### src/rtl/chunk_serial_adder.sv
// Multi-cycle adder: sums two WIDTH-bit operands CHUNK bits per clock behind valid/ready handshakes.
// Optional ADDSUB_MODE_EN adds a 'sub' port that turns the operation into a - b.
module chunk_serial_adder #(
  parameter int unsigned WIDTH = 16,
  parameter int unsigned CHUNK = 4
) (
  input  logic             clk,
  input  logic             rst_n,
  input  logic             in_valid,
  output logic             in_ready,
  input  logic [WIDTH-1:0] a,
  input  logic [WIDTH-1:0] b,
  input  logic             cin,
`ifdef ADDSUB_MODE_EN
  input  logic             sub,
`endif
  output logic             out_valid,
  input  logic             out_ready,
  output logic [WIDTH-1:0] sum,
  output logic             cout,
  output logic             overflow
);

  localparam int unsigned NCHUNK = (CHUNK == 0) ? 1 : WIDTH / CHUNK;
  localparam int unsigned IDX_W  = (NCHUNK > 1) ? $clog2(NCHUNK) : 1;
  localparam logic [WIDTH-1:0] CMASK = WIDTH'({CHUNK{1'b1}});

  if (CHUNK == 0 || (WIDTH % CHUNK) != 0) begin : g_bad_cfg
    $error("chunk_serial_adder: WIDTH must be a non-zero multiple of CHUNK");
  end

  typedef enum logic [1:0] {S_IDLE, S_RUN, S_DONE} state_e;

  state_e             state_q, state_d;
  logic [WIDTH-1:0]   a_q, a_d, b_q, b_d, sum_q, sum_d;
  logic [IDX_W-1:0]   idx_q, idx_d;
  logic               carry_q, carry_d, cout_q, cout_d, ovf_q, ovf_d;
  logic               in_ready_q, in_ready_d, out_valid_q, out_valid_d;

  logic [CHUNK-1:0]   a_chunk, b_chunk;
  logic [CHUNK:0]     res;
  logic [31:0]        sh;
  logic               msb_cin;

  always_ff @(posedge clk or negedge rst_n) begin
    if (!rst_n) begin
      state_q     <= S_IDLE;
      a_q         <= '0;
      b_q         <= '0;
      sum_q       <= '0;
      idx_q       <= '0;
      carry_q     <= 1'b0;
      cout_q      <= 1'b0;
      ovf_q       <= 1'b0;
      in_ready_q  <= 1'b1;
      out_valid_q <= 1'b0;
    end else begin
      state_q     <= state_d;
      a_q         <= a_d;
      b_q         <= b_d;
      sum_q       <= sum_d;
      idx_q       <= idx_d;
      carry_q     <= carry_d;
      cout_q      <= cout_d;
      ovf_q       <= ovf_d;
      in_ready_q  <= in_ready_d;
      out_valid_q <= out_valid_d;
    end
  end

  // Next-state, chunk datapath and registered handshake outputs.
  always_comb begin
    state_d = state_q;
    a_d     = a_q;
    b_d     = b_q;
    sum_d   = sum_q;
    idx_d   = idx_q;
    carry_d = carry_q;
    cout_d  = cout_q;
    ovf_d   = ovf_q;

    sh      = 32'(idx_q) * CHUNK;
    a_chunk = CHUNK'(a_q >> sh);
    b_chunk = CHUNK'(b_q >> sh);
    res     = {1'b0, a_chunk} + {1'b0, b_chunk} + {{CHUNK{1'b0}}, carry_q};
    // Carry into the operand MSB recovered from the MSB sum bit of the last chunk.
    msb_cin = a_chunk[CHUNK-1] ^ b_chunk[CHUNK-1] ^ res[CHUNK-1];

    unique case (state_q)
      S_IDLE: begin
        if (in_valid) begin
          a_d   = a;
`ifdef ADDSUB_MODE_EN
          b_d     = sub ? ~b : b;
          carry_d = sub ? 1'b1 : cin;
`else
          b_d     = b;
          carry_d = cin;
`endif
          idx_d   = '0;
          state_d = S_RUN;
        end
      end
      S_RUN: begin
        sum_d   = (sum_q & ~(CMASK << sh)) | (WIDTH'(res[CHUNK-1:0]) << sh);
        carry_d = res[CHUNK];
        idx_d   = idx_q + IDX_W'(1);
        if (idx_q == IDX_W'(NCHUNK - 1)) begin
          cout_d  = res[CHUNK];
          ovf_d   = msb_cin ^ res[CHUNK];
          state_d = S_DONE;
        end
      end
      S_DONE: begin
        if (out_ready) state_d = S_IDLE;
      end
      default: state_d = S_IDLE;
    endcase

    in_ready_d  = (state_d == S_IDLE);
    out_valid_d = (state_d == S_DONE);
  end

  assign in_ready  = in_ready_q;
  assign out_valid = out_valid_q;
  assign sum       = sum_q;
  assign cout      = cout_q;
  assign overflow  = ovf_q;

endmodule

### config.mk
export PLATFORM = sky130hd
export DESIGN_NAME = chunk_serial_adder
export DESIGN_NICKNAME = d
export VERILOG_FILES = /design/src/rtl/chunk_serial_adder.sv
export SDC_FILE = /design/constraint.sdc
export NUM_CORES = 1
export LEC_CHECK = 0
export BUFFER_PORTS_ARGS = -buffer_cell sky130_fd_sc_hd__buf_4
export CAP_MARGIN = 20
export CELL_PAD_IN_SITES_DETAIL_PLACEMENT = 2
export CELL_PAD_IN_SITES_GLOBAL_PLACEMENT = 2
export CORE_UTILIZATION = 37
export CTS_CLUSTER_DIAMETER = 200
export DETAILED_ROUTE_END_ITERATION = 8
export PLACE_DENSITY = 0.84
export SETUP_SLACK_MARGIN = 0.5
export SKIP_LAST_GASP = 1
export SLEW_MARGIN = 20
export SYNTH_ARGS = -nofsm -noshare
export SYNTH_HDL_FRONTEND = slang
export SYNTH_SLANG_ARGS = --single-unit
### constraint.sdc
create_clock -name clk -period 3.7 [get_ports clk]
set_clock_uncertainty 0.05 [all_clocks]
set_input_delay 0.555 -clock clk [delete_from_list [all_inputs] [get_ports clk]]
set_output_delay 0.555 -clock clk [all_outputs]
set_load 0.05 [all_outputs]
======== After elaboration in Yosys (flattened, before gate mapping) ========
Cells that the tools add are included.
word-level totals
  register bits after elaboration ......... 57
  input port bits ......................... 37
  output and inout port bits .............. 20
  logic and storage cells ................. 42
operators by class
  add/subtract/negate cells ............... 3
  equal/unequal tests ..................... 5
  shifts and indexed selects .............. 4
  multiplexer cells ....................... 8
  bitwise operators ....................... 6
  reductions and logical operators ........ 6
operators by type and width
  kind                                               number
  >> shifter 16 x 4 -> 4 bit                         2
  bitwise AND 16 bit                                 1
  NOT 16 bit                                         1
  bitwise OR 16 bit                                  1
  left shift 4 x 4 -> 16 bit                         1
  left shift 4 x 4 -> 16 bit (first input constant)  1
  two-way mux 2 bit                                  4
  == test 2 bit (second input constant)              3
  one-hot mux 2 bit (3 select lines)                 1
  AND reduction 2 bit                                3
  adder 4 x 4 -> 5 bit                               1
  adder 5 x 1 -> 5 bit                               1
  zero test 2 bit                                    2
  one-hot mux 2 bit (2 select lines)                 1
  XOR 1 bit                                          3
  adder 2 x 1 -> 2 bit (second input constant)       1
  == test 2 x 1 -> 1 bit (second input constant)     1
  inequality test 2 bit (second input constant)      1
  one-hot mux 1 bit (2 select lines)                 1
  nonzero test 2 bit                                 1
  two-way mux 1 bit                                  1

======== Longest topological paths before layout ========
  word-level depth ........................ 5
  depth in mapped cells ................... 8
  depth with buffers taken out ............ 7

======== Least setup slack after synthesis ========
OpenSTA, ideal clock, no wires.
  path type ............................... register to register
  start point ............................. register idx_q[0]
  end point ............................... register ovf_q, in the netlist overflow
  setup time .............................. 0.133 ns
  arrival time ............................ 2.594 ns
  data required time ...................... 3.517 ns
  slack ................................... 0.923 ns
  stages on the path, launching flop included .. 9
  path buffers ............................ 1
  period minus slack after synthesis ...... 2.777 ns
  cells stage by stage .................... dfrtp_1 > buf_4 > mux4_2 > fa_1 > fa_1 > a21o_1 > a21oi_1 > xnor2_1 > o21ai_0
on the way
  word-level cells in the longest chain between the ends .. 5
  elaborated cells between the ends (all ways) .. 9
  classes of those cells .................. add/sub (2); eq/ne (1); shift (2); bitwise (3); reduce/logical (1)
ends and longest elaborated chain
  item                                                  line    RTL
  start: declaration                                    36      logic [IDX_W-1:0] idx_q, idx_d;
  start signal: assignment                              62      idx_q <= idx_d;
  >> shifter 16 x 4 -> 4 bit, on equally long branches  83, 84
  adder 4 x 4 -> 5 bit                                  85      res = {1'b0, a_chunk} + {1'b0, b_chunk} + {{CHUNK{1'b0}}, carry_q};
  adder 5 x 1 -> 5 bit                                  85
  XOR 1 bit                                             87      msb_cin = a_chunk[CHUNK-1] ^ b_chunk[CHUNK-1] ^ res[CHUNK-1];
  XOR 1 bit                                             110     ovf_d = msb_cin ^ res[CHUNK];
  end signal: assignment                                65      ovf_q <= ovf_d;
  end: declaration                                      37      logic carry_q, carry_d, cout_q, cout_d, ovf_q, ovf_d;
Parallel ways exist; a longest one is shown, timed or not.
A chain may end at the register's enable or synchronous reset.

======== Final worst setup path ========
Same ends and word-level chain as after synthesis.

==> summary.txt <==
Outcome
  • Status: finished, violations left
  • Failing checks: DRC

Clocking
  • Clock buffer depth: 2
  • # clock sinks: 57
  • CTS tree: done
  • Post CTS Setup Buffer Count: 0
  • Worst skew pair latency: 0.34 ns
  • H-Tree Depth: 3
  • CTS root buffer: clkbuf_8
  • Cts repair resizes: 0
  • CTS Buf Count: 9
  • Clk pin slew, worst setup/hold paths: approximately 0.07 ns
  • Post-CTS Hold Fix Bufs: 0

Placement
  • Final GP Congestion: around 0.76
  • Post-DP HPWL: 4410 um
  • Post-Place Cell Area: about 3000 um2
  • I/O Buffers: 56

Layout
  • Design area: 3180 um2
  • Antenna diode count: 0
  • Layout net count: 278
  • Share of cells above drive strength 1: 47.7%
  • Commonest non-fill, non-tap cell in the layout: buf_4
  • Most frequent cells in the layout: buf_4, dfrtp_1, mux2_2
  • Fill count: 628
  • Fin util: 49.2%
  • Area grow syn2layout: 25.6%

Synthesis
  • Mapped cell area: 2530 um2
  • Syn. warnings: 0
  • Post-synthesis cell type count: 27
  • Synth Area in Adders: under 10%
  • Post-synthesis compound-gate area fraction: about 9.1%
  • Register area share after synthesis: 56.4%
  • Synthesized Nets: roughly 220
  • Synth Instances: between 150 and 200
  • XOR/XNOR Fraction of Synth Area: 1.04%
  • Largest family of logic cells by synthesized area: multiplexers
  • Synthesized area per cell: 15.0 um2
  • Post-Synth Simple-Gate Area: under 10%
  • #FFs+latches synth: 57
  • Mux cell area share after synthesis: 21.8%

Critical path
  • Worst-path fanout max: 11
  • R2r setup slk: 0.69 ns
  • CP Capture Type: register
  • Crit-path most repeated cell: fa_1
  • Kind of critical path: register to register
  • Crit path largest cell delay: 0.66 ns
  • WP buf/inv: 0
  • WP data arrival: between 3 and 4 ns
  • Worst setup SP type: register
  • Crit path cell chain: mux4_2 -> fa_1 -> fa_1 -> a21o_1 -> a21oi_1 -> xnor2_1 -> o21ai_0
  • Worst EP required: 3.85 ns
  • Slowest-stage cell, CP: dfrtp_1
  • Top delay family on crit path: adder cells

Die
  • Rows: 29
  • Core area: 6460 um2
  • I/O pin count: 57
  • Die Y: 84.7 um
  • Die Span X: 84.7 um
  • Die ar.: around 7200 um2
  • Starting Density: 39.2%

Timing
  • WHS: 0.207 ns
  • Worst slew margin: 52.5%
  • Final period util: 81.3%
  • Measured slew at the worst slew-check pin: about 0.71 ns
  • Final Setup Violations: 0
  • Final TNS setup: 0 ns
  • F_max: roughly 330 MHz
  • Slew Limit Fails: 0
  • Hold Violations, Final: 0
  • Crit path time final: 3.01 ns
  • RSZ-0062 raised after global routing: false

Run
  • Max Cap Viol: 0

GRT
  • Overflow after GRT: 0
  • Total track usage: 18.8%
  • Initial antenna violation count: 0
  • First-pass GRT wire length: 10000 um
  • Largest net degree at the start of global routing: 58
  • Vias in the first global route: 1900

Detailed routing
  • WL per Instance: 19.0 um
  • Drt first pass iters: 8
  • Routed Wire Length: about 6000 um
  • Vias per cell: 5.23
  • Drt initial violations: 52
  • DRT antenna net count: 0
  • DR DRC count: 5
  • Vias: about 1600

Hold path
  • Worst Hold Class: input port to asynchronous set/reset pin
## per-layer routing
layer | track usage, % | up-vias | share of wire [%]
met4 | 8.47 | 0 | 1.7
li1 | - | 748 | -
met1 | 22.3 | 838 | 43
met2 | 32.4 | 47 | 51
met3 | 4.42 | 9 | 4.2
met5 | 0 | - | 0
## cell usage after synthesis, drive strengths merged
cell / instances / share of area (%)
and2b: 1 / 0.30
nor2: 3 / 0.45
o21ai: 6 / 1.2
mux4: 8 / 7.1
nor3: 4 / 0.79
a22o: 17 / 5.9
dfrtp: 56 / 55
ha: 7 / 3.5
nor3b: 1 / 0.74
fa: 2 / 1.6
dfstp: 1 / 1.0
mux2: 32 / 14
xor2: 1 / 0.35
o21a: 1 / 0.30
buf: 6 / 2.3
o22ai: 1 / 0.25
a21o: 2 / 0.59
nand2b: 1 / 0.25
xnor2: 2 / 0.69
mux2i: 1 / 0.40
inv: 4 / 0.59
a21oi: 4 / 0.94
nand2: 8 / 1.2
## cells by family (layout without fill, tap and decap cells)
logic type,Yosys count,count (layout)
buffers and inverters,10,78
adders and majority gates,9,9
xor gates and xnor gates,3,3
DFF,57,57
AOI/OAI and AO/OA,31,31
and+or+nand+nor,18,18
muxes,41,41
## sequential cells by signal (all words and copies together), names as in the netlist
register / flops
idx_q: 2
a_q: 16
overflow: 1
state_q: 2
out_valid: 1
b_q: 16
in_ready: 1
cout: 1
carry_q: 1
sum: 16
## path summary, 6_finish.rpt
kind,from,end,cells past startpoint
setup / recovery,idx_q[0]$_DFFE_PN0P_,overflow$_DFFE_PN0P_,7
setup reg to reg,idx_q[0]$_DFFE_PN0P_,overflow$_DFFE_PN0P_,7
hold / removal,rst_n,state_q[0]$_DFF_PN0_,1
min in group clk,b[12],b_q[12]$_DFFE_PN0P_,2
max in group asynchronous,rst_n,a_q[11]$_DFFE_PN0P_,1
hold reg to reg,sum[1]$_DFFE_PN0P_,sum[1]$_DFFE_PN0P_,1
## cell type report
class / count / area [um2] / area share, %
flip-flops and latches: 57 / 1430 / 44.9
multi-input cells: 102 / 1030 / 32.4
repair buffers: 58 / 435 / 13.7
clock buffers: 13 / 159 / 5.00
well taps: 77 / 96.3 / 3.03
clock inverters: 3 / 15.0 / 0.472
inverters: 4 / 15.0 / 0.472
## through the flow
step	cells	setup slack, ns
4_1_cts	314	0.638
2_1_floorplan	169	0.923
6_report	314	0.692
5_1_grt	314	0.532
3_5_place_dp	298	0.666
3_3_place_gp	298	0.787
Power is left out: the tool's default activity adds up to more than one toggle a clock period on the data nets, which glitch-free logic cannot reach.
